### src/rtl/rom_load_sequencer.sv
// ROM download sequencer: turns the HPS ioctl byte stream into per-region ROM writes
// and holds the core in reset until a complete image has been loaded.
module rom_load_sequencer #(
  parameter int ADDR_W      = 17,
  parameter int R0_SIZE     = 2048,
  parameter int R1_SIZE     = 2048,
  parameter int R2_SIZE     = 512,
  parameter int R3_SIZE     = 256,
  parameter int HOLD_CYCLES = 16
) (
  input  logic              clk_sys,
  input  logic              reset,
  input  logic              dn_download,
  input  logic              dn_wr,
  input  logic [ADDR_W-1:0] dn_addr,
  input  logic [7:0]        dn_data,
  input  logic              user_reset,
  output logic [3:0]        rom_we,
  output logic [ADDR_W-1:0] rom_addr,
  output logic [7:0]        rom_data,
  output logic              core_reset,
  output logic              load_done,
  output logic              load_err,
  output logic [ADDR_W:0]   byte_count
);

  localparam int CW = ADDR_W + 1;
  localparam int HW = (HOLD_CYCLES > 1) ? $clog2(HOLD_CYCLES) : 1;

  // Cumulative region end addresses; END3 is also the expected image size.
  localparam logic [ADDR_W:0] END0 = CW'(R0_SIZE);
  localparam logic [ADDR_W:0] END1 = CW'(R0_SIZE + R1_SIZE);
  localparam logic [ADDR_W:0] END2 = CW'(R0_SIZE + R1_SIZE + R2_SIZE);
  localparam logic [ADDR_W:0] END3 = CW'(R0_SIZE + R1_SIZE + R2_SIZE + R3_SIZE);
  localparam logic [HW-1:0]   HOLD_LAST = HW'(HOLD_CYCLES - 1);

  typedef enum logic [1:0] {S_IDLE, S_LOAD, S_HOLD, S_RUN} state_t;

  state_t            state, state_n;
  logic [3:0]        rom_we_n;
  logic [ADDR_W-1:0] rom_addr_n;
  logic [7:0]        rom_data_n;
  logic              core_reset_n, load_done_n, load_err_n;
  logic [ADDR_W:0]   byte_count_n, count_after_wr;
  logic [HW-1:0]     hold_cnt, hold_cnt_n;

  logic [ADDR_W:0]   addr_ext;
  logic [3:0]        dec_we;
  logic [ADDR_W-1:0] dec_base;
  logic              in_range;

  assign addr_ext = {1'b0, dn_addr};

  always_comb begin
    dec_we   = 4'b0000;
    dec_base = '0;
    in_range = 1'b1;
    if (addr_ext < END0) begin
      dec_we = 4'b0001;
    end else if (addr_ext < END1) begin
      dec_we   = 4'b0010;
      dec_base = END0[ADDR_W-1:0];
    end else if (addr_ext < END2) begin
      dec_we   = 4'b0100;
      dec_base = END1[ADDR_W-1:0];
    end else if (addr_ext < END3) begin
      dec_we   = 4'b1000;
      dec_base = END2[ADDR_W-1:0];
    end else begin
      in_range = 1'b0;
    end
  end

  always_comb begin
    state_n        = state;
    rom_we_n       = 4'b0000;
    rom_addr_n     = rom_addr;
    rom_data_n     = rom_data;
    core_reset_n   = 1'b1;
    load_done_n    = 1'b0;
    load_err_n     = load_err;
    byte_count_n   = byte_count;
    hold_cnt_n     = hold_cnt;
    count_after_wr = byte_count;

    case (state)
      S_IDLE: begin
        if (dn_download) begin
          state_n      = S_LOAD;
          byte_count_n = '0;
          load_err_n   = 1'b0;
        end
      end

      // A write coinciding with the download falling edge still lands and counts.
      S_LOAD: begin
        if (dn_wr) begin
          if (in_range) begin
            rom_we_n   = dec_we;
            rom_addr_n = dn_addr - dec_base;
            rom_data_n = dn_data;
            if (byte_count != '1)
              count_after_wr = byte_count + CW'(1);
          end else begin
            load_err_n = 1'b1;
          end
        end
        byte_count_n = count_after_wr;
        if (!dn_download) begin
          state_n    = S_HOLD;
          hold_cnt_n = '0;
          if (count_after_wr != END3)
            load_err_n = 1'b1;
        end
      end

      S_HOLD: begin
        if (dn_download) begin
          state_n      = S_LOAD;
          hold_cnt_n   = '0;
          byte_count_n = '0;
          load_err_n   = 1'b0;
        end else if (hold_cnt == HOLD_LAST) begin
          hold_cnt_n = '0;
          if (load_err) begin
            state_n = S_IDLE;
          end else begin
            state_n      = S_RUN;
            core_reset_n = user_reset;
            load_done_n  = 1'b1;
          end
        end else begin
          hold_cnt_n = hold_cnt + HW'(1);
        end
      end

      S_RUN: begin
        if (dn_download) begin
          state_n      = S_LOAD;
          byte_count_n = '0;
          load_err_n   = 1'b0;
        end else begin
          core_reset_n = user_reset;
          load_done_n  = 1'b1;
        end
      end

      default: state_n = S_IDLE;
    endcase
  end

  always_ff @(posedge clk_sys) begin
    if (reset) begin
      state      <= S_IDLE;
      rom_we     <= 4'b0000;
      rom_addr   <= '0;
      rom_data   <= '0;
      core_reset <= 1'b1;
      load_done  <= 1'b0;
      load_err   <= 1'b0;
      byte_count <= '0;
      hold_cnt   <= '0;
    end else begin
      state      <= state_n;
      rom_we     <= rom_we_n;
      rom_addr   <= rom_addr_n;
      rom_data   <= rom_data_n;
      core_reset <= core_reset_n;
      load_done  <= load_done_n;
      load_err   <= load_err_n;
      byte_count <= byte_count_n;
      hold_cnt   <= hold_cnt_n;
    end
  end

endmodule

### config.mk
export PLATFORM = sky130hd
export DESIGN_NAME = rom_load_sequencer
export DESIGN_NICKNAME = d
export VERILOG_FILES = /design/src/rtl/rom_load_sequencer.sv
export SDC_FILE = /design/constraint.sdc
export NUM_CORES = 1
export LEC_CHECK = 0
export ABC_AREA = 1
export BUFFER_PORTS_ARGS = -buffer_cell sky130_fd_sc_hd__buf_2
export CORE_MARGIN = 2
export CORE_UTILIZATION = 25
export DETAILED_ROUTE_END_ITERATION = 10
export PLACE_DENSITY_LB_ADDON = 0.15
export SETUP_SLACK_MARGIN = 0.15
export SLEW_MARGIN = 10
export SYNTH_ARGS = -nofsm -noshare
export SYNTH_HDL_FRONTEND = slang
export SYNTH_SLANG_ARGS = --single-unit
### constraint.sdc
create_clock -name clk_sys -period 4.9 [get_ports clk_sys]
set_input_delay 0 -clock clk_sys [delete_from_list [all_inputs] [get_ports clk_sys]]
set_output_delay 0 -clock clk_sys [all_outputs]
set_load 0.01 [all_outputs]
# Word-level counts from Yosys, hierarchy flattened
# Index checks and enable logic that the tools add are counted.
# totals
wordCells	87
latch_bits	0
in_bits	30
ram_bits	0
ff_bits	56
mem_bits_ro	0
n_memories	0
# op_classes
reduce_logical	11
n_addsub	3
n_eq_ne	10
mul	0
mux	44
bitwise	3
n_shift	0
div	0
n_lt_le_gt_ge	4
# op_table
operator	n
$mux 18	5
$mux 13	4
$lt 17x13->1 const B	3
$pmux 18 s2	1
$add 18x1->18 const B	1
$mux 1	18
$ne 18x13->1 const B	1
$ne 18x18->1 const B	1
$lt 17x12->1 const B	1
$sub 17x17->17	1
$mux 4	4
$mux 2	6
$pmux 4 s2	1
$reduce_or 7->1	1
$pmux 1 s2	3
$pmux 2 s3	1
$reduce_and 3->1	2
$reduce_or 6->1	1
$reduce_or 5->1	1
$add 4x1->4 const B	1
$eq 2x2->1 const B	2
$eq 4x4->1 const B	1
$ne 2x1->1 const B	2
$reduce_or 4->1	1
10 further kinds	12

# Logic depth before layout (Yosys ltp)
# Gate-level depths: netlist of run 1.
# depth
ltp_word	12
ltp_mapped	16
ltp_nobuf	16

# Worst setup path after synthesis of run 1
# OpenSTA, ideal clock, no wires.
# synth_timing
kind	flip-flop to flip-flop
startpoint	reg byte_count[0]
endpoint	reg load_err
setup_slack_ns	2.879
n_path_buf	1
synth_period_minus_slack_ns	2.021
path_stages_with_launch	16
t_arrival_ns	1.899
path_cell_list	dfxtp_1 -> ha_1 -> nand2_1 -> nor2_4 -> nand2_2 -> nor2_4 -> nand4_4 -> buf_6 -> nand3b_1 -> nand2_1 -> nor2_1 -> nand2_1 -> nor2_1 -> nand3_1 -> nand2_1 -> a21oi_1
# synth_between
elab_chain_cells	9
word_cells_on_any_way	10
classes_between	1 x add/sub; 2 x eq/ne; 7 x mux
# synth_rtl
item	line	rtl
start: declaration	24	output logic [ADDR_W:0] byte_count
start signal: assignment	171	byte_count <= byte_count_n;
$add 18x1->18 or $ne 18x18->1 (tied branches)	103, 102	
$mux 18	102	if (byte_count != '1)
$mux 18	98	if (in_range) begin
$mux 18 (*)	97	if (dn_wr) begin
$mux 18 (*)	86	case (state)
$ne 18x13->1 (*)	112	if (count_after_wr != END3)
$mux 1 (*)	112	
$mux 1 (*)	109	if (!dn_download) begin
$pmux 1 s2 (*)	86	
end signal: assignment	170	load_err <= load_err_n;
end: declaration	23	output logic load_err,
# Every way passes the cells marked *; elsewhere a longest branch is shown, timed or not. The select of a mux whose other input is x is not followed.
# A chain may end at the register's enable or synchronous reset.

# Worst setup path in the final report of run 1
# layout_timing
startpoint	reg state[1]
endpoint	reg rom_addr[15]
# layout_between
elab_chain_cells	2
# layout_rtl
item	line	rtl
start: declaration	39	state_t state, state_n;
start signal: assignment	164	state <= state_n;
$eq 2x1->1	86	
$reduce_and 3->1 (no line)	n/a	
end signal: assignment	166	rom_addr <= rom_addr_n;
end: declaration	19	output logic [ADDR_W-1:0] rom_addr,
# No other way between the ends.

==> flow_summary.yaml, run 1 <==
status:
  status: "completed"
cts:
  post_cts_buffers: 0
  htreeDepth: 2
  clkSinkCount: 56
  cts_root_buffer: "clkbuf_16"
  clk_latency_ns: 0.30
  cts_made_buffers: 5
  clockBufferDepth: 2
  path_clk_slew_ns: 0.08
  cts_tree: "yes"
synthesis:
  synth.area.top_cells: "dfxtp_1 (36%), nand2_1 (14%), nor2_1 (8.4%), inv_1 (5.8%), a21oi_1 (5.5%)"
  syn_nets: 511
  ys_async_sr_fraction_pct: 0
  yosysTopAreaCell: "dfxtp_1"
  ys.flop_type: "dfxtp_1"
  syn_inst: 472
  synth-edff-count: 0
  synth_cell_types: 33
  avgSynthCellArea_um2: 6.54
  seq_area_frac_synth_pct: 36.3
  synth.cell_area_um2: 3090
  yosysWarnings: 0
  synth_top_area_share_pct: 36.3
  ys_seq_elements: 56
die:
  fp.dieW_um: 115
  start_util_pct: 25.7
  die-area_um2: 13200
  rows: 40
  die_h_um: 115
  placeableCoreArea_um2: 12000
  io-pin-count: 80
sta:
  rsz0062_at_grt: "no"
  tightest_slew_ns: 0.856
  fmax_mhz: 368
  final.setup.tns_ns: 0
  slew-limit-headroom_pct: 43.0
  setup_viol: 0
  timing.final.max_slew_violations: 0
  period_share_pct: 55.4
  fin_crit_ns: 2.71
  finClkSkew_ns: 0.00610
  hold_viol_final: 0
drt:
  drtAntennaViolNets: 0
  drcViolationCount: 0
  wire_per_inst_um: 12.5
  drtIter0Drc: 118
  totalWireLength_mm: 8.83
  drt_first_pass_iters: 4
  dr_total_vias: 3221
  routed_via_density: 4.54
final_layout:
  layout-drive-gt1-share_pct: 19.4
  area_growth_syn_to_layout_pct: 27.5
  antenna_cells: 0
  fin_nets: 600
power_and_ir_drop:
  pwr-share-comb_pct: 21.2
  swShare_pct: 32.1
  p_per_area_nw_per_um2: 279
  p_sw_uw: 353
  internal-power_uw: 746
  power_frac_clock_pct: 34.6
  ir_worst_vdd_mv: 0.153
  fin_total_pwr_mw: 1.10
  p_leak_nw: 1.85
  p_seq_share_pct: 44.2
global_route:
  met1_usage_pct: 18.0
  grt_pass1_wl_mm: 14.5
  grtUsageMet2_pct: 22.4
  grt_max_degree: 31
  first_global_vias: 3039
  grt-busiest-layer: "met2"
  grt.total_usage_pct: 13.7
  grt.met3_usage_pct: 3.80
  antenna_found_initial: 0
  overflow: 0
worst_hold_path:
  worstHoldStart: "dn_download"
  hold_path_class: "in2reg"
placed_design:
  numPortBuffers: 79
  routabilityCongestion: 0.785
  dp_hpwl_mm: 6.21
setup_path:
  path_max_fanout: 29
  endpoint_kind: "register"
  cp-startpoint: "state[1]"
  critPathLaunchType: "register"
  reg2reg_from: "state[1]"
  r2r-end: "rom_addr[15]"
  crit_type: "reg2reg"
  ff2ff_setup_slack_ns: 2.19
  cp.arrival_ns: 2.88
  rr_worst_depth: 8
  cp-endpoint: "rom_addr[15]"
  cp.required_ns: 5.06
flow_run:
  cap_violations: 0
==> placed cells by master, fill, tap and decap left out, types with 2 or more instances in the layout <==
cell type      count
a211oi_1           3
a21o_1             2
a21oi_1           34
a31oi_1            2
buf_2             79
buf_4              2
clkbuf_16          5
dfxtp_1           56
dlygate4sd3_1     19
ha_1               9
inv_1             48
inv_2              6
nand2_1          115
nand2_2            3
nand3_1           32
nand3b_1           3
nand4_1           10
nor2_1            68
nor2_2             4
nor2_4             4
nor3_1             6
o21ai_0           28
o21ai_1            9
xnor2_1            2
xor2_1             3
==> worst min-delay path by stage <==
stage                           endpoint  depth (start not counted)  slack, ns
after global placement        core_reset                          3       0.21
after CTS                     core_reset                          3       0.03
after global routing          core_reset                          3       0.06
after detailed placement      core_reset                          3       0.21
after floorplan           byte_count[17]                          1       0.07
final                         core_reset                          3       0.04
==> cell families after synthesis <==
| family | share of synthesized area (%) |
|---|---|
| AOI/OAI and AO/OA | 13.7 |
| xor gates and xnor gates | 1.42 |
| adders and majority gates | 3.65 |
| buffers and inverters | 9.33 |
| DFF | 36.3 |
| and+or+nand+nor | 35.6 |
==> power groups by stage <==
stage	Sequential, mW	Clock, mW	Combinational (mW)
3_5_place_dp	0.497	0	0.221
6_report	0.486	0.380	0.233
5_1_grt	0.489	0.411	0.271
4_1_cts	0.486	0.396	0.233
3_3_place_gp	0.496	0	0.222
2_1_floorplan	0.496	0	0.153
==> final cells by class <==
cell class	count	area, um2
fill	1345	8080
multi-input combinational	344	1680
sequential	56	1120
timing repair buffer	100	601
inverter	54	203
tap	147	184
clock buffer	5	125
clock inverter	3	22.5
==> worst max-delay path: stages, from the launching register on <==
cell,delay (ns)
dfxtp_1,0.35
inv_1,0.06
ha_1,0.71
inv_1,0.23
nor2_2,0.15
buf_4,0.30
inv_1,0.35
o21ai_0,0.35
a21oi_1,0.07
==> stage by stage <==
step           cell area [um2]  util [%]  worst slack [ns]  hold slack [ns]  instances
3_3_place_gp              3600      29.9              2.31            0.214        682
4_1_cts                   3940      32.8              2.14           0.0286        709
3_5_place_dp              3600      29.9              2.17            0.214        682
6_report                  3940      32.8              2.19           0.0358        709
2_1_floorplan             3090         -              2.88           0.0691        472
5_1_grt                   3940      32.8              1.81           0.0562        709
==> metal layers <==
| layer | up-vias | routed length, um |
|---|---|---|
| met2 | 71 | 4020 |
| li1 | 1694 | - |
| met4 | 0 | 55 |
| met1 | 1451 | 4250 |
| met3 | 5 | 511 |
| met5 | - | 0 |
==> sequential cells by signal, indices dropped and copies added, names as in the netlist <==
name and cells:
byte_count 18, hold_cnt 4, rom_data 8, rom_addr 17, state 2, load_done 1, core_reset 1, load_err 1
rom_we 4
==> repair_timing <==
| item | 4_1_cts | 5_1_grt |
|---|---|---|
| hold buffers | 19 | 0 |
| endpoints found under the hold margin | 19 | 0 |
| resized for setup | 0 | 0 |
==> Yosys cell counts (4+ instances only) <==
| master | n |
|---|---|
| nand2_1 | 115 |
| nand3_1 | 32 |
| o21ai_1 | 9 |
| clkbuf_1 | 11 |
| nor2_4 | 4 |
| a21oi_1 | 34 |
| nor3_1 | 6 |
| ha_1 | 9 |
| dfxtp_1 | 56 |
| nor2_1 | 69 |
| nand4_1 | 10 |
| inv_1 | 48 |
| o21ai_0 | 28 |
| inv_2 | 6 |
No activity file was read; power rests on OpenSTA's default activity.
==> run 2: changes to the inputs <==
clock period = 2.2 ns   (was 4.9 ns; I/O delays follow)
==> run 2 against run 1 <==
Sequential share of layout area down 1.5 points. Clock power grew 120%. First-iteration DRC count increased by 52%. Clock-buffer cell count did not move. Non-clock buffer count grew 29. Register-to-register slack lost 2.0 ns. Via count increased by 3.7%. Critical path depth up 7. Global-route usage grew 0.58 points. Critical endpoint is now load_err. Worst setup slack lost 2.0 ns. Design area is 6.8% higher.
==> flow_summary.yaml, run 2 (synthesis results as in run 1) <==
sta:
  holdWs_ns: 0.0143
  tightest_slew_ns: 0.788
  finClkSkew_ns: 0.00660
  setup_viol: 0
  slew-limit-headroom_pct: 47.4
  rsz0062_at_grt: "yes"
  final.setup.tns_ns: 0
  timing.final.max_slew_violations: 0
  hold_viol_final: 0
  period_share_pct: 91.8
  fmax_mhz: 495
  fin_crit_ns: 2.02
global_route:
  overflow: 0
  first_global_vias: 3236
  grt_max_degree: 31
  antenna_found_initial: 0
  grt.total_usage_pct: 14.3
  grt_pass1_wl_mm: 15.0
cts:
  htreeDepth: 2
  cts_root_buffer: "clkbuf_16"
  cts_tree: "yes"
  clk_latency_ns: 0.31
  clockBufferDepth: 2
  clkSinkCount: 56
  cts_made_buffers: 5
  path_clk_slew_ns: 0.08
final_layout:
  layout-drive-gt1-share_pct: 25.0
  top_regs: "byte_count: 18 flops, rom_addr: 17 flops, rom_data: 8 flops"
  final_cell_mix: "nand2_1 (114), buf_2 (79), nor2_1 (66)"
  fillCellCount: 1324
  antenna_cells: 0
  final_common_cell: "nand2_1"
  largest_reg_flops: 18
  regMostFlops: "byte_count"
  fin_nets: 629
  final_cells: 738
  area_growth_syn_to_layout_pct: 36.2
  fin_util_pct: 35.0
die:
  die_h_um: 115
  fp.dieW_um: 115
  start_util_pct: 25.7
  placeableCoreArea_um2: 12000
  io-pin-count: 80
  rows: 40
  die-area_um2: 13200
setup_path:
  crit_type: "reg2reg"
  worstPathBufferInverterCount: 1
  cp-endpoint: "load_err"
  rr_worst_depth: 15
  critPathMaxStageDelay_ns: 0.38
  reg2reg_from: "byte_count[0]"
  ff2ff_setup_slack_ns: 0.18
  cp_num_cells: 15
  crit_top_cell: "nand2_1"
  critPathLaunchType: "register"
  r2r-end: "load_err"
  cp.required_ns: 2.40
  endpoint_kind: "register"
  cp.arrival_ns: 2.22
  cp-startpoint: "byte_count[0]"
  slowest_stage: "dfxtp_4"
  crit_chain: "ha_4 -> nand2_2 -> nor2_4 -> nand2_2 -> nor2_4 -> nand4_4 -> buf_4 -> nand3b_1 -> nand2_1 -> nor2_1 -> nand2_1 -> nor2_1 -> nand3_1 -> nand2_1 -> a21oi_1"
  path_max_fanout: 6
  critPathTopFamily: "simple AND/OR/NAND/NOR gates"
drt:
  drt_first_pass_iters: 4
  totalWireLength_mm: 9.27
  wire_per_inst_um: 12.6
  drtIter0Drc: 179
  routed_via_density: 4.53
  dr_total_vias: 3341
  drtAntennaViolNets: 0
  drcViolationCount: 0
worst_hold_path:
  hold_path_class: "in2reg"
placed_design:
  numPortBuffers: 79
  dpl.cell_count: 704
  dp_hpwl_mm: 6.74
  routabilityCongestion: 0.802
status:
  status: "completed"
power_and_ir_drop:
  fin_total_pwr_mw: 2.48
  p_leak_nw: 1.99
  p_per_area_nw_per_um2: 590
  ir_worst_vdd_mv: 0.276
flow_run:
  cap_violations: 0
==> run 2: cell count changes in the layout (fill, tap and decap cells not counted), sizes merged <==
cell      delta
inv          +1
clkinvlp     +1
buf         +29
clkinv       -2
==> run 2: worst min path at each step <==
| stage | startpoint | endpoint | depth (start not counted) |
|---|---|---|---|
| finish | dn_addr[11] | rom_we[1] | 3 |
| global route | dn_addr[11] | rom_we[1] | 3 |
| CTS | dn_addr[11] | rom_we[1] | 3 |
| detailed placement | user_reset | core_reset | 3 |
| global placement | user_reset | core_reset | 3 |
| floorplan | reset | byte_count[17] | 1 |
==> run 2: timing repair <==
item	in CTS	in global routing
hold endpoints to repair	19	0
setup endpoints to repair	1	1
hold buffers	19	0
pin swaps	0	8
gates resized for setup	5	12
setup buffers	3	4
==> run 2: per-stage QoR <==
stage | setup WS (ns) | cell area (um2)
after floorplan | 0.179 | 3090
after global placement | 0.0339 | 3760
after detailed placement | 0.00894 | 3760
after CTS | 0.153 | 4140
after global routing | 0.0422 | 4200
final | 0.181 | 4200
==> run 2: power breakdown <==
group          internal [mW]  switching, mW
Clock                  0.432          0.417
Sequential              1.05         0.0291
Combinational          0.209          0.344
Total                   1.69          0.791
==> run 2: worst min-delay path, cell delays in order <==
cell,delay (ns)
buf_2,0.14
nand2_1,0.10
nor2_1,0.05
==> run 2: area by class of cell <==
type                            count  area [um2]  area share, %
Sequential cell                    56        1130           26.9
Multi-Input combinational cell    344        1700           40.5
Tap cell                          147         184           4.38
Clock buffer                        5         125           2.98
Timing Repair Buffer              129         830           19.7
Inverter                           54         203           4.82
Clock inverter                      3        25.0          0.595
==> run 2: metal layers <==
| metal | part of all wire [%] | global-route usage (%) | wire (um) | up-vias |
|---|---|---|---|---|
| li1 | - | - | - | 1754 |
| met1 | 47 | 17.8 | 4310 | 1506 |
| met2 | 47 | 24.4 | 4340 | 74 |
| met3 | 5.2 | 3.06 | 481 | 7 |
| met4 | 1.4 | 5.06 | 133 | 0 |
| met5 | 0 | 0 | 0 | - |
==> run 3: changes to the inputs <==
CORE_UTILIZATION = 48   (was 25)
==> run 3 against run 2 <==
Total power is 9.1% lower. Combinational power is 1% lower. First-iteration DRC count is 28% higher. Die area is 47% lower. Sequential share of layout area is 0.38 points higher. Global-route usage is 9.9 points higher. Sequential cell count stayed put. Utilization is 31 points higher. Sequential power hardly changed. Critical path type unchanged. Largest cell class unchanged. Highest routed layer unchanged.
==> flow_summary.yaml, run 3 (synthesis results as in run 1) <==
status:
  status: "completed"
sta:
  hold_viol_final: 0
  tightest_slew_ns: 0.806
  timing.final.max_slew_violations: 0
  setup_viol: 0
  holdWs_ns: 0.0153
  slew-limit-headroom_pct: 46.2
  fin_crit_ns: 2.01
  period_share_pct: 91.2
  fmax_mhz: 499
  rsz0062_at_grt: "yes"
  finClkSkew_ns: 0.0121
  final.setup.tns_ns: 0
die:
  io-pin-count: 80
  die-area_um2: 7090
  die_h_um: 84.2
  rows: 29
  start_util_pct: 49.2
  placeableCoreArea_um2: 6280
  fp.dieW_um: 84.2
flow_run:
  cap_violations: 0
drt:
  dr_total_vias: 3477
  routed_via_density: 5.21
  totalWireLength_mm: 8.80
  wire_per_inst_um: 13.2
  drtAntennaViolNets: 0
  drcViolationCount: 0
  drtIter0Drc: 229
  drt_first_pass_iters: 4
cts:
  path_clk_slew_ns: 0.11
  clockBufferDepth: 2
  cts_root_buffer: "clkbuf_8"
  clkSinkCount: 56
  cts_tree: "yes"
  htreeDepth: 2
  cts_made_buffers: 5
  clk_latency_ns: 0.32
global_route:
  first_global_vias: 3204
  antenna_found_initial: 0
  overflow: 0
  grt_pass1_wl_mm: 14.2
  grt_max_degree: 31
  grt.total_usage_pct: 24.1
power_and_ir_drop:
  fin_total_pwr_mw: 2.25
  p_leak_nw: 2.00
  ir_worst_vdd_mv: 0.408
  p_per_area_nw_per_um2: 541
setup_path:
  rr_worst_depth: 15
  ff2ff_setup_slack_ns: 0.19
  cp.required_ns: 2.42
  cp.arrival_ns: 2.23
  r2r-end: "load_err"
  crit_type: "reg2reg"
  reg2reg_from: "byte_count[1]"
  endpoint_kind: "register"
  path_max_fanout: 5
  critPathLaunchType: "register"
final_layout:
  top_regs: "byte_count: 18 flops, rom_addr: 17 flops, rom_data: 8 flops"
  antenna_cells: 0
  fin_nets: 629
  final_common_cell: "nand2_1"
  largest_reg_flops: 18
  regMostFlops: "byte_count"
  final_cell_mix: "nand2_1 (110), buf_2 (79), nor2_1 (67)"
  area_growth_syn_to_layout_pct: 34.9
  layout-drive-gt1-share_pct: 27.9
  final_cells: 668
worst_hold_path:
  hold_depth: 3
  holdPathEnd: "core_reset"
  worstHoldStart: "dn_download"
  hold_path_class: "in2reg"
placed_design:
  numPortBuffers: 79
  routabilityCongestion: 0.904
  dp_hpwl_mm: 5.71
  dpl.cell_count: 622
[run 3: changes by cell type in the layout (fill, tap and decap cells not counted), sizes merged]
cell | previous run | this run
clkinvlp | 1 | 3
buf | 110 | 106
nand4 | 11 | 13
[run 3: layout make-up]
class                   count  area [um2]
clock inverters             3        28.8
flip-flops and latches     56        1140
repair inverters            2        12.5
repair buffers            125         800
well taps                  77        96.3
inverters                  54         209
fillers                   560        2110
clock buffers               5        68.8
multi-input cells         346        1810
[run 3: how the worst max path moves through the flow]
stage / start / endpoint / slack (ns)
after floorplan: byte_count[0] / load_err / 0.18
after global placement: byte_count[0] / load_err / 0.11
after detailed placement: byte_count[0] / load_err / 0.02
after CTS: dn_addr[11] / rom_addr[15] / 0.16
after global routing: byte_count[1] / load_err / 0.04
final: byte_count[1] / load_err / 0.19
[run 3: power by group]
group	total, mW	internal, mW	switching, mW
sequential	1.08	1.05	0.0318
combinational	0.545	0.203	0.342
clock	0.628	0.242	0.386
[run 3: timing repair]
item | 4_1_cts | 5_1_grt
gates resized for setup | 11 | 36
hold buffers | 19 | 0
hold endpoints to repair | 20 | 0
endpoints found under the setup margin | 1 | 9
cloned | 2 | 2
pin swaps | 1 | 17
setup buffers | 3 | 12
[run 3: per-stage QoR]
stage                     utilization [%]  cell area, um2  setup slack (ns)
after floorplan                         -            3090             0.179
after CTS                            63.1            3960             0.164
after global placement               57.1            3580             0.114
after detailed placement             57.1            3580            0.0223
final                                66.3            4160             0.194
after global routing                 66.3            4160            0.0425
[run 3: worst max-delay path: stages (launching register included)]
cell and delay (ns):
dfxtp_2 0.37, ha_4 0.15, nand2_2 0.06, nor2_4 0.11
nand2_2 0.08, nor2_4 0.13, buf_6 0.12, nand4_4 0.12
nand3b_1 0.14, nand2_1 0.09, nor2_1 0.12, nand3_1 0.07
nor2_1 0.12, nand3_1 0.09, nand2_1 0.07, a21oi_1 0.05
[run 3: routing by layer]
| metal | wire, um | global-route usage [%] | vias to the layer above |
|---|---|---|---|
| li1 | - | - | 1762 |
| met1 | 3770 | 30.4 | 1589 |
| met2 | 4290 | 41.0 | 112 |
| met3 | 587 | 5.51 | 14 |
| met4 | 151 | 7.77 | 0 |
| met5 | 0 | 0 | - |
